## config.mk

```make
export PLATFORM = sky130hd
export DESIGN_NAME = writeback_unit
export DESIGN_NICKNAME = d
export VERILOG_FILES = /design/src/rtl/writeback_unit_pkg.sv /design/src/rtl/writeback_unit_load_queue.sv /design/src/rtl/writeback_unit.sv
export SDC_FILE = /design/constraint.sdc
export NUM_CORES = 1
export LEC_CHECK = 0
export BUFFER_PORTS_ARGS = -buffer_cell sky130_fd_sc_hd__clkbuf_2
export CAP_MARGIN = 25
export CORE_ASPECT_RATIO = 2
export CORE_MARGIN = 10
export CORE_UTILIZATION = 45
export DETAILED_ROUTE_END_ITERATION = 16
export PLACE_DENSITY_LB_ADDON = 0.08
export SLEW_MARGIN = 20
export SYNTH_ARGS = -nofsm -noshare
export SYNTH_HDL_FRONTEND = slang
export SYNTH_HIERARCHICAL = 1
export SYNTH_SLANG_ARGS = --single-unit
```

## constraint.sdc

```tcl
create_clock -name clock -period 3 [get_ports clock]
set_clock_uncertainty 0.15 [all_clocks]
set_input_delay 0.45 -clock clock [delete_from_list [all_inputs] [get_ports clock]]
set_output_delay 0.45 -clock clock [all_outputs]
set_load 0.01 [all_outputs]
```

## src/rtl/writeback_unit_pkg.sv

```systemverilog
// Shared types, widths and load-extract helper for the writeback slice.
// Imported by load_queue and writeback_unit.
package writeback_unit_pkg;

    localparam int XLEN         = 32;
    localparam int REG_SEL_BITS = 5;

    localparam logic [2:0] F3_LB  = 3'b000;
    localparam logic [2:0] F3_LH  = 3'b001;
    localparam logic [2:0] F3_LW  = 3'b010;
    localparam logic [2:0] F3_LBU = 3'b100;
    localparam logic [2:0] F3_LHU = 3'b101;

    typedef struct packed {
        logic [REG_SEL_BITS-1:0] rd;
        logic [2:0]              funct3;
        logic [1:0]              lsb;
    } ld_entry_t;

    // Pick the addressed byte/half out of an aligned word and extend it
    function automatic logic [XLEN-1:0] load_extract(
        input logic [2:0]      funct3,
        input logic [1:0]      lsb,
        input logic [XLEN-1:0] word
    );
        logic [7:0]      b;
        logic [15:0]     h;
        logic [XLEN-1:0] r;
        unique case (lsb)
            2'd0: b = word[7:0];
            2'd1: b = word[15:8];
            2'd2: b = word[23:16];
            default: b = word[31:24];
        endcase
        h = lsb[1] ? word[31:16] : word[15:0];
        unique case (1'b1)
            (funct3 == F3_LB):  r = {{24{b[7]}}, b};
            (funct3 == F3_LH):  r = {{16{h[15]}}, h};
            (funct3 == F3_LBU): r = {24'b0, b};
            (funct3 == F3_LHU): r = {16'b0, h};
            default:            r = word;
        endcase
        return r;
    endfunction

endpackage

```

## src/rtl/writeback_unit_load_queue.sv

```systemverilog
// In-order FIFO of outstanding loads with per-entry valid bits,
// so pending destinations can be matched against hazard queries.
module load_queue
    import writeback_unit_pkg::*;
#(
    parameter int DEPTH = 4,
    localparam int AW = $clog2(DEPTH)
) (
    input  logic                    clock,
    input  logic                    reset,
    input  logic                    push,
    input  ld_entry_t               push_entry,
    input  logic                    pop,
    output ld_entry_t               head,
    output logic                    empty,
    output logic                    full,
    output logic [AW:0]             count,
    input  logic [REG_SEL_BITS-1:0] query_rs1,
    input  logic [REG_SEL_BITS-1:0] query_rs2,
    output logic                    hit
);

    localparam logic [AW:0] FULL_COUNT = (AW+1)'(DEPTH);

    ld_entry_t          mem [DEPTH];
    logic [DEPTH-1:0]   valid;
    logic [AW-1:0]      wr_ptr;
    logic [AW-1:0]      rd_ptr;

    assign head  = mem[rd_ptr];
    assign empty = (count == '0);
    assign full  = (count == FULL_COUNT);

    // Entry storage; no reset needed, validity is tracked separately
    always_ff @(posedge clock) begin
        if (push) begin
            mem[wr_ptr] <= push_entry;
        end
    end

    // Pointers, occupancy and valid bits; a push into the slot
    // being popped (full case) wins over the clear
    always_ff @(posedge clock) begin
        if (reset) begin
            wr_ptr <= '0;
            rd_ptr <= '0;
            count  <= '0;
            valid  <= '0;
        end else begin
            if (pop) begin
                rd_ptr        <= rd_ptr + 1'b1;
                valid[rd_ptr] <= 1'b0;
            end
            if (push) begin
                wr_ptr        <= wr_ptr + 1'b1;
                valid[wr_ptr] <= 1'b1;
            end
            if (push && !pop) begin
                count <= count + 1'b1;
            end else if (pop && !push) begin
                count <= count - 1'b1;
            end
        end
    end

    // Hazard match against every queued destination, x0 excluded
    always_comb begin
        hit = 1'b0;
        for (int i = 0; i < DEPTH; i++) begin
            if (valid[i]) begin
                if (query_rs1 != '0 && mem[i].rd == query_rs1) begin
                    hit = 1'b1;
                end
                if (query_rs2 != '0 && mem[i].rd == query_rs2) begin
                    hit = 1'b1;
                end
            end
        end
    end

endmodule

```

## src/rtl/writeback_unit.sv

```systemverilog
// Register-file write port driver: merges ALU results and in-order
// load responses into one registered write per cycle.
module writeback_unit
    import writeback_unit_pkg::*;
#(
    parameter int CORE       = 0,
    parameter int LOAD_DEPTH = 4
) (
    input  logic                           clock,
    input  logic                           reset,
    input  logic                           alu_valid,
    input  logic [REG_SEL_BITS-1:0]        alu_rd,
    input  logic [XLEN-1:0]                alu_result,
    output logic                           alu_ready,
    input  logic                           ld_issue_valid,
    input  logic [REG_SEL_BITS-1:0]        ld_issue_rd,
    input  logic [2:0]                     ld_issue_funct3,
    input  logic [1:0]                     ld_issue_lsb,
    output logic                           ld_issue_ready,
    input  logic                           mem_resp_valid,
    input  logic [XLEN-1:0]                mem_resp_data,
    input  logic [REG_SEL_BITS-1:0]        query_rs1,
    input  logic [REG_SEL_BITS-1:0]        query_rs2,
    output logic                           pend_hit,
    output logic [$clog2(LOAD_DEPTH):0]    pending_count,
    output logic                           write,
    output logic [REG_SEL_BITS-1:0]        write_reg,
    output logic [XLEN-1:0]                write_data,
    output logic                           resp_error,
    input  logic                           report
);

    ld_entry_t       head;
    ld_entry_t       issue_entry;
    logic            q_empty;
    logic            q_full;
    logic            pop;
    logic            push;
    logic [XLEN-1:0] ld_data;

    // Tracing is not part of the synthesizable view; these only
    // keep the report input and core index on the interface
    logic            unused_report;
    logic [31:0]     unused_core;
    assign unused_report = report;
    assign unused_core   = CORE;

    assign pop            = mem_resp_valid & ~q_empty;
    assign alu_ready      = ~pop;
    assign ld_issue_ready = ~q_full | pop;
    assign push           = ld_issue_valid & ld_issue_ready;

    assign issue_entry.rd     = ld_issue_rd;
    assign issue_entry.funct3 = ld_issue_funct3;
    assign issue_entry.lsb    = ld_issue_lsb;

    assign ld_data = load_extract(head.funct3, head.lsb, mem_resp_data);

    load_queue #(
        .DEPTH(LOAD_DEPTH)
    ) u_load_queue (
        .clock      (clock),
        .reset      (reset),
        .push       (push),
        .push_entry (issue_entry),
        .pop        (pop),
        .head       (head),
        .empty      (q_empty),
        .full       (q_full),
        .count      (pending_count),
        .query_rs1  (query_rs1),
        .query_rs2  (query_rs2),
        .hit        (pend_hit)
    );

    // Registered write port: load response first, then ALU; x0 is
    // never written and an idle cycle keeps the last select/data
    always_ff @(posedge clock) begin
        if (reset) begin
            write      <= 1'b0;
            write_reg  <= '0;
            write_data <= '0;
            resp_error <= 1'b0;
        end else begin
            write <= 1'b0;
            if (pop) begin
                if (head.rd != '0) begin
                    write      <= 1'b1;
                    write_reg  <= head.rd;
                    write_data <= ld_data;
                end
            end else if (alu_valid) begin
                if (alu_rd != '0) begin
                    write      <= 1'b1;
                    write_reg  <= alu_rd;
                    write_data <= alu_result;
                end
            end
            if (mem_resp_valid && q_empty) begin
                resp_error <= 1'b1;
            end
        end
    end

endmodule

```

==> results of run 1 <==
path summary, 6_finish.rpt:
check / startpoint / endpoint / slack (ns) / cells past startpoint
max: flip-flop / write_data[17] / 0.26 / 6
min: ld_issue_lsb[1] / u_load_queue/mem[2][1] / 0.17 / 1
min reg2reg: write_data[22] / write_data[22] / 0.31 / 2
max reg2reg: flip-flop / write_data[17] / 0.26 / 6
routing by layer:
metal  vias up  global-route usage, %
met5         -                      0
met4         0                  9.502
met3        32                  4.009
met2       143                  40.71
met1      2054                  19.64
li1       2053                      -
through the flow:
stage | hold WS [ns] | instance area, sq um | setup slack, ns | cells | utilization [%]
final | 0.1706 | 5989 | 0.2627 | 764 | 55.41
after global routing | 0.1697 | 5989 | 0.02088 | 764 | 55.41
after CTS | 0.1601 | 5987 | 0.07367 | 764 | 55.38
after detailed placement | 0.3007 | 5699 | 0.09740 | 748 | 52.72
after global placement | 0.2908 | 5699 | 0.1610 | 748 | 52.72
after floorplan | 0.3029 | 4920 | 0.1092 | 493 | -
power by group through the flow:
stage	clock [mW]	sequential (mW)	combinational, mW
after floorplan	0	1.92	1.36
after CTS	1.14	1.87	2.21
after global placement	0	1.88	2.17
final	1.11	1.87	2.20
after detailed placement	0	1.89	2.20
after global routing	1.18	1.90	2.42
logic make-up (layout without fill, tap and decap cells):
kind of cell | count (synthesis) | count (layout) | synth area share (%)
AO/OA/AOI/OAI | 140 | 140 | 18.77
AND/OR/NAND/NOR | 118 | 118 | 11.65
flip-flops | 92 | 92 | 45.57
buffers and inverters | 66 | 197 | 6.256
XOR/XNOR | 44 | 44 | 7.833
multiplexers | 23 | 23 | 7.223
adder cells (fa/ha/maj) | 10 | 10 | 2.696
cell usage in the layout, fill, tap and decap left out, types with 3 or more instances in the layout:
master,instances
a211oi_1,23
a21oi_1,48
a22oi_1,6
a311oi_1,5
a31oi_1,7
and2_1,5
buf_4,16
clkbuf_16,9
clkbuf_2,138
dfxtp_1,51
edfxtp_1,40
ha_1,9
inv_1,27
inv_6,3
mux2i_1,13
mux4_2,10
nand2_1,29
nand3_1,8
nor2_1,42
nor2b_1,8
nor3_1,4
nor4_1,8
o21ai_0,11
o21ai_1,6
o32ai_1,23
or4_4,3
xnor2_1,26
xor2_1,18
area by class of cell:
type | count | area (sq um) | share of cell area, %
clock buffer | 9 | 225.2 | 3.760
clock inverter | 7 | 62.56 | 1.044
inverter | 27 | 101.3 | 1.692
multi-input combinational | 335 | 2371 | 39.59
sequential | 92 | 2243 | 37.46
tap | 140 | 175.2 | 2.925
timing repair buffer | 154 | 810.8 | 13.54
==> flow_summary.toml, run 1 <==
[status]
outcome = "complete, no violations"

[synthesis]
netlist_instances = 493
yosysTopAreaCellShare_pct = 24.42
yosys_warnings = 6
synth_top_flop_cell = "dfxtp_1"
ys_seq_elements = 92
ys_top_cells_by_area = "edfxtp_1 24%, dfxtp_1 21%, a21oi_1 4.9%"
synth_edf_count = 40
syn_area_per_cell_sq_um = 9.979
syn-cell-area_sq_um = 4920
async_reset_ff_share_pct = 0
synth-seq-area-share_pct = 45.57
synth_fp_nets = 598
yosysTopAreaCell = "edfxtp_1"
synth_top_cells_by_count = "52 x dfxtp_1, 48 x a21oi_1, 42 x nor2_1"
yosysMostFrequentCell = "dfxtp_1"
synth.distinct_cells = 44

[sta]
setup_viol = 0
fin_setup_tns_ns = 0
hold_violations = 0
fin_crit_sh_pct = 91.24
tightest_slew_ns = 0.7179
report.final.slew_viol_count = 0
slew_headroom_pct = 52.14
grt_setup_unrepaired = "no"
fmax_mhz = 365.3
fin_crit_ns = 2.737

[clock_tree]
cts_buffers = 9
path_clk_slew_ns = 0.07
root_buffer = "clkbuf_16"
clock_latency_ns = 0.34
post-cts-setup-buffers = 0
cts_hold_buffers = 0
cts_tree = "done"
cts.htree.levels = 3
clock_sinks = 92
clockBufferDepth = 2
ctsResizeCount = 0

[hold_path]
min-delay-path-class = "input port to flip-flop"

[route]
drt_iter0_drc = 213
drc_errors = 0
wl_met2_mm = 9.562
first_pass_iters = 4
drt_wl_total_mm = 16.50
ant_nets = 0
top_layer_used = "met4"
wl_met3_um = 814
via_count = 4282
met1_length_mm = 5.586
vias_per_cell = 5.605
wire_per_inst_um = 21.59

[global_routing]
first_global_vias = 4594
grt_pass1_wl_mm = 25.30
grt_usage_pct = 20.89
grt_max_degree = 52
gr-total-overflow = 0
antenna_found_initial = 0

[placed_design]
numPortBuffers = 138
hpwl_mm = 12.92
gp_congestion = 1.005

[power_and_ir_drop]
clkPwrFrac_pct = 21.5
pwr_density_cell_nw_per_um2 = 864.5
irDropWorstVdd_mv = 0.4064
p_int_mw = 3.119
leakage_nw = 2.435
power_switching_mw = 2.058
seq_power_share_pct = 36.1
pwr-share-comb_pct = 42.5
finalPower_mw = 5.178
power_switching_share_pct = 39.75

[critical_path]
critPathCaptureType = "flip-flop"
worst_setup_path_start_kind = "flip-flop"
worstSetupPathType = "flip-flop to flip-flop"
arrival_ns = 2.83
slowest_delay_ns = 0.67
cp.required_ns = 3.09
crit_slowest_cell = "or3_2"
crit_family = "simple AND/OR/NAND/NOR gates"
critPathBufInv = 1
cp_cell_sequence = "buf_4, mux4_2, nor3_1, a21oi_1, or3_2, o32ai_1"
crit_path_max_fanout = 16

[die]
core_sq_um = 10810
start_util_pct = 45.51
die_x_um = 93.94
dieArea_sq_um = 15770
die_h_um = 167.9
io_pins = 140
row_count = 54

[finish]
largest_reg_flops = 40
syn_to_final_growth_pct = 21.74
final_nets = 724
diodes = 0
drive_gt1_share_pct = 30.29
fillers = 1071

[flow_run]
cap_violations = 0
No activity file was read; power rests on OpenSTA's default activity.
==> run 2, diff against run 1 <==
--- a/config.mk
+++ b/config.mk
@@ -10,8 +10,9 @@
 export CORE_ASPECT_RATIO = 2
 export CORE_MARGIN = 10
 export CORE_UTILIZATION = 45
+export CTS_CLUSTER_SIZE = 20
 export DETAILED_ROUTE_END_ITERATION = 16
-export PLACE_DENSITY_LB_ADDON = 0.08
+export PLACE_DENSITY = 0.82
 export SLEW_MARGIN = 20
 export SYNTH_ARGS = -nofsm -noshare
 export SYNTH_HDL_FRONTEND = slang
==> run 2 against run 1 <==
Routed wire length down 5.8%. Fmax down 2.5%. Sequential share of layout area down 0.068 points. Clock-buffer cell count up 3. Critical path type unchanged. Critical endpoint is now write_data[22]. Largest cell class unchanged.
==> flow_summary.toml, run 2 (synthesis results as in run 1) <==
[clock_tree]
cts_hold_buffers = 0
ctsResizeCount = 0
path_clk_slew_ns = 0.07
clock_latency_ns = 0.35
cts_buffers = 9
clock_sinks = 92
cts_tree = "done"
cts.htree.levels = 3
root_buffer = "clkbuf_16"
clockBufferDepth = 2
post-cts-setup-buffers = 0

[finish]
diodes = 0
final_cell_mix = "138 x clkbuf_2, 52 x dfxtp_1, 48 x a21oi_1"
syn_to_final_growth_pct = 21.90
final-instance-count-excl-fill = 761
fin_area_sq_um = 5997
drive_gt1_share_pct = 29.63
largest_reg_flops = 40
layout_commonest_cell = "clkbuf_2"
final_nets = 721
fillers = 969

[hold_path]
min-delay-path-class = "input port to flip-flop"

[die]
dieArea_sq_um = 15770
die_h_um = 167.9
die_x_um = 93.94
core_sq_um = 10810
io_pins = 140
row_count = 54
start_util_pct = 45.51

[global_routing]
grt_pass1_wl_mm = 23.83
antenna_found_initial = 0
gr-total-overflow = 0
first_global_vias = 4612
grt_max_degree = 30
grt_usage_pct = 19.56

[sta]
fmax_mhz = 356.4
fin_setup_tns_ns = 0
hold_violations = 0
grt_setup_unrepaired = "no"
report.final.slew_viol_count = 0
slew_headroom_pct = 55.65
fin_crit_ns = 2.806
setup_viol = 0
fin_crit_sh_pct = 93.54
tightest_slew_ns = 0.6652

[route]
ant_nets = 0
drc_errors = 0
drt_iter0_drc = 331
wire_per_inst_um = 20.42
drt_wl_total_mm = 15.54
first_pass_iters = 5
vias_per_cell = 5.744
via_count = 4371

[placed_design]
numPortBuffers = 138
dp.cells = 745
gp_congestion = 0.8976
hpwl_mm = 12.28
dpl_cell_area_sq_um = 5689

[critical_path]
cp.required_ns = 3.10
critPathCaptureType = "flip-flop"
arrival_ns = 2.91
worst_setup_path_start_kind = "flip-flop"
crit_path_max_fanout = 16
worstSetupPathType = "flip-flop to flip-flop"

[power_and_ir_drop]
pwr_density_cell_nw_per_um2 = 863.5
irDropWorstVdd_mv = 0.4423
leakage_nw = 2.433

[flow_run]
cap_violations = 0

[status]
outcome = "complete, no violations"
-- run 2: worst paths after layout --
path         slack (ns)                      to  cells after the start          startpoint
max reg2reg        0.19          write_data[22]                      6           flip-flop
min                0.17  u_load_queue/mem[2][2]                      1  ld_issue_funct3[0]
min reg2reg        0.31          write_data[23]                      2      write_data[23]
max                0.19          write_data[22]                      6           flip-flop
-- run 2: metrics by stage --
stage	hold slack, ns	power [mW]	utilization, %	worst slack (ns)
3_5_place_dp	0.3000	4.058	52.63	0.2082
4_1_cts	0.1605	5.205	55.47	0.1912
6_report	0.1724	5.179	55.47	0.1939
5_1_grt	0.1725	5.498	55.47	0.02566
3_3_place_gp	0.2918	3.971	52.63	0.2815
2_1_floorplan	0.3029	3.282	-	0.1092
-- run 2: cell type report --
| type | count | area [sq um] | share of cell area [%] |
|---|---|---|---|
| sequential | 92 | 2242 | 37.39 |
| clock buffer | 12 | 277.8 | 4.632 |
| inverter | 27 | 101.3 | 1.690 |
| multi-input combinational | 335 | 2370 | 39.52 |
| tap | 140 | 175.2 | 2.921 |
| timing repair buffer | 151 | 800.8 | 13.35 |
| clock inverter | 4 | 30.03 | 0.5007 |
-- run 2: critical path, cell delays in order, from the launching register on --
cell and delay [ns]:
dfxtp_1 0.36, buf_12 0.16, mux4_2 0.54, nor3_1 0.40
a21oi_1 0.21, or3_1 0.65, o32ai_1 0.23
-- run 2: routing by layer --
layer | up-vias | track usage [%] | routed length (um)
li1 | 2044 | - | -
met1 | 2044 | 18.39 | 5093
met2 | 216 | 35.21 | 8396
met3 | 67 | 4.588 | 1080
met4 | 0 | 14.09 | 969
met5 | - | 0 | 0
-- run 2: report_power, final --
group	leakage (nW)	total, mW	switching, mW	internal (mW)
sequential	0.797	1.83	0.201	1.63
combinational	1.49	2.21	1.31	0.902
clock	0.150	1.14	0.482	0.659
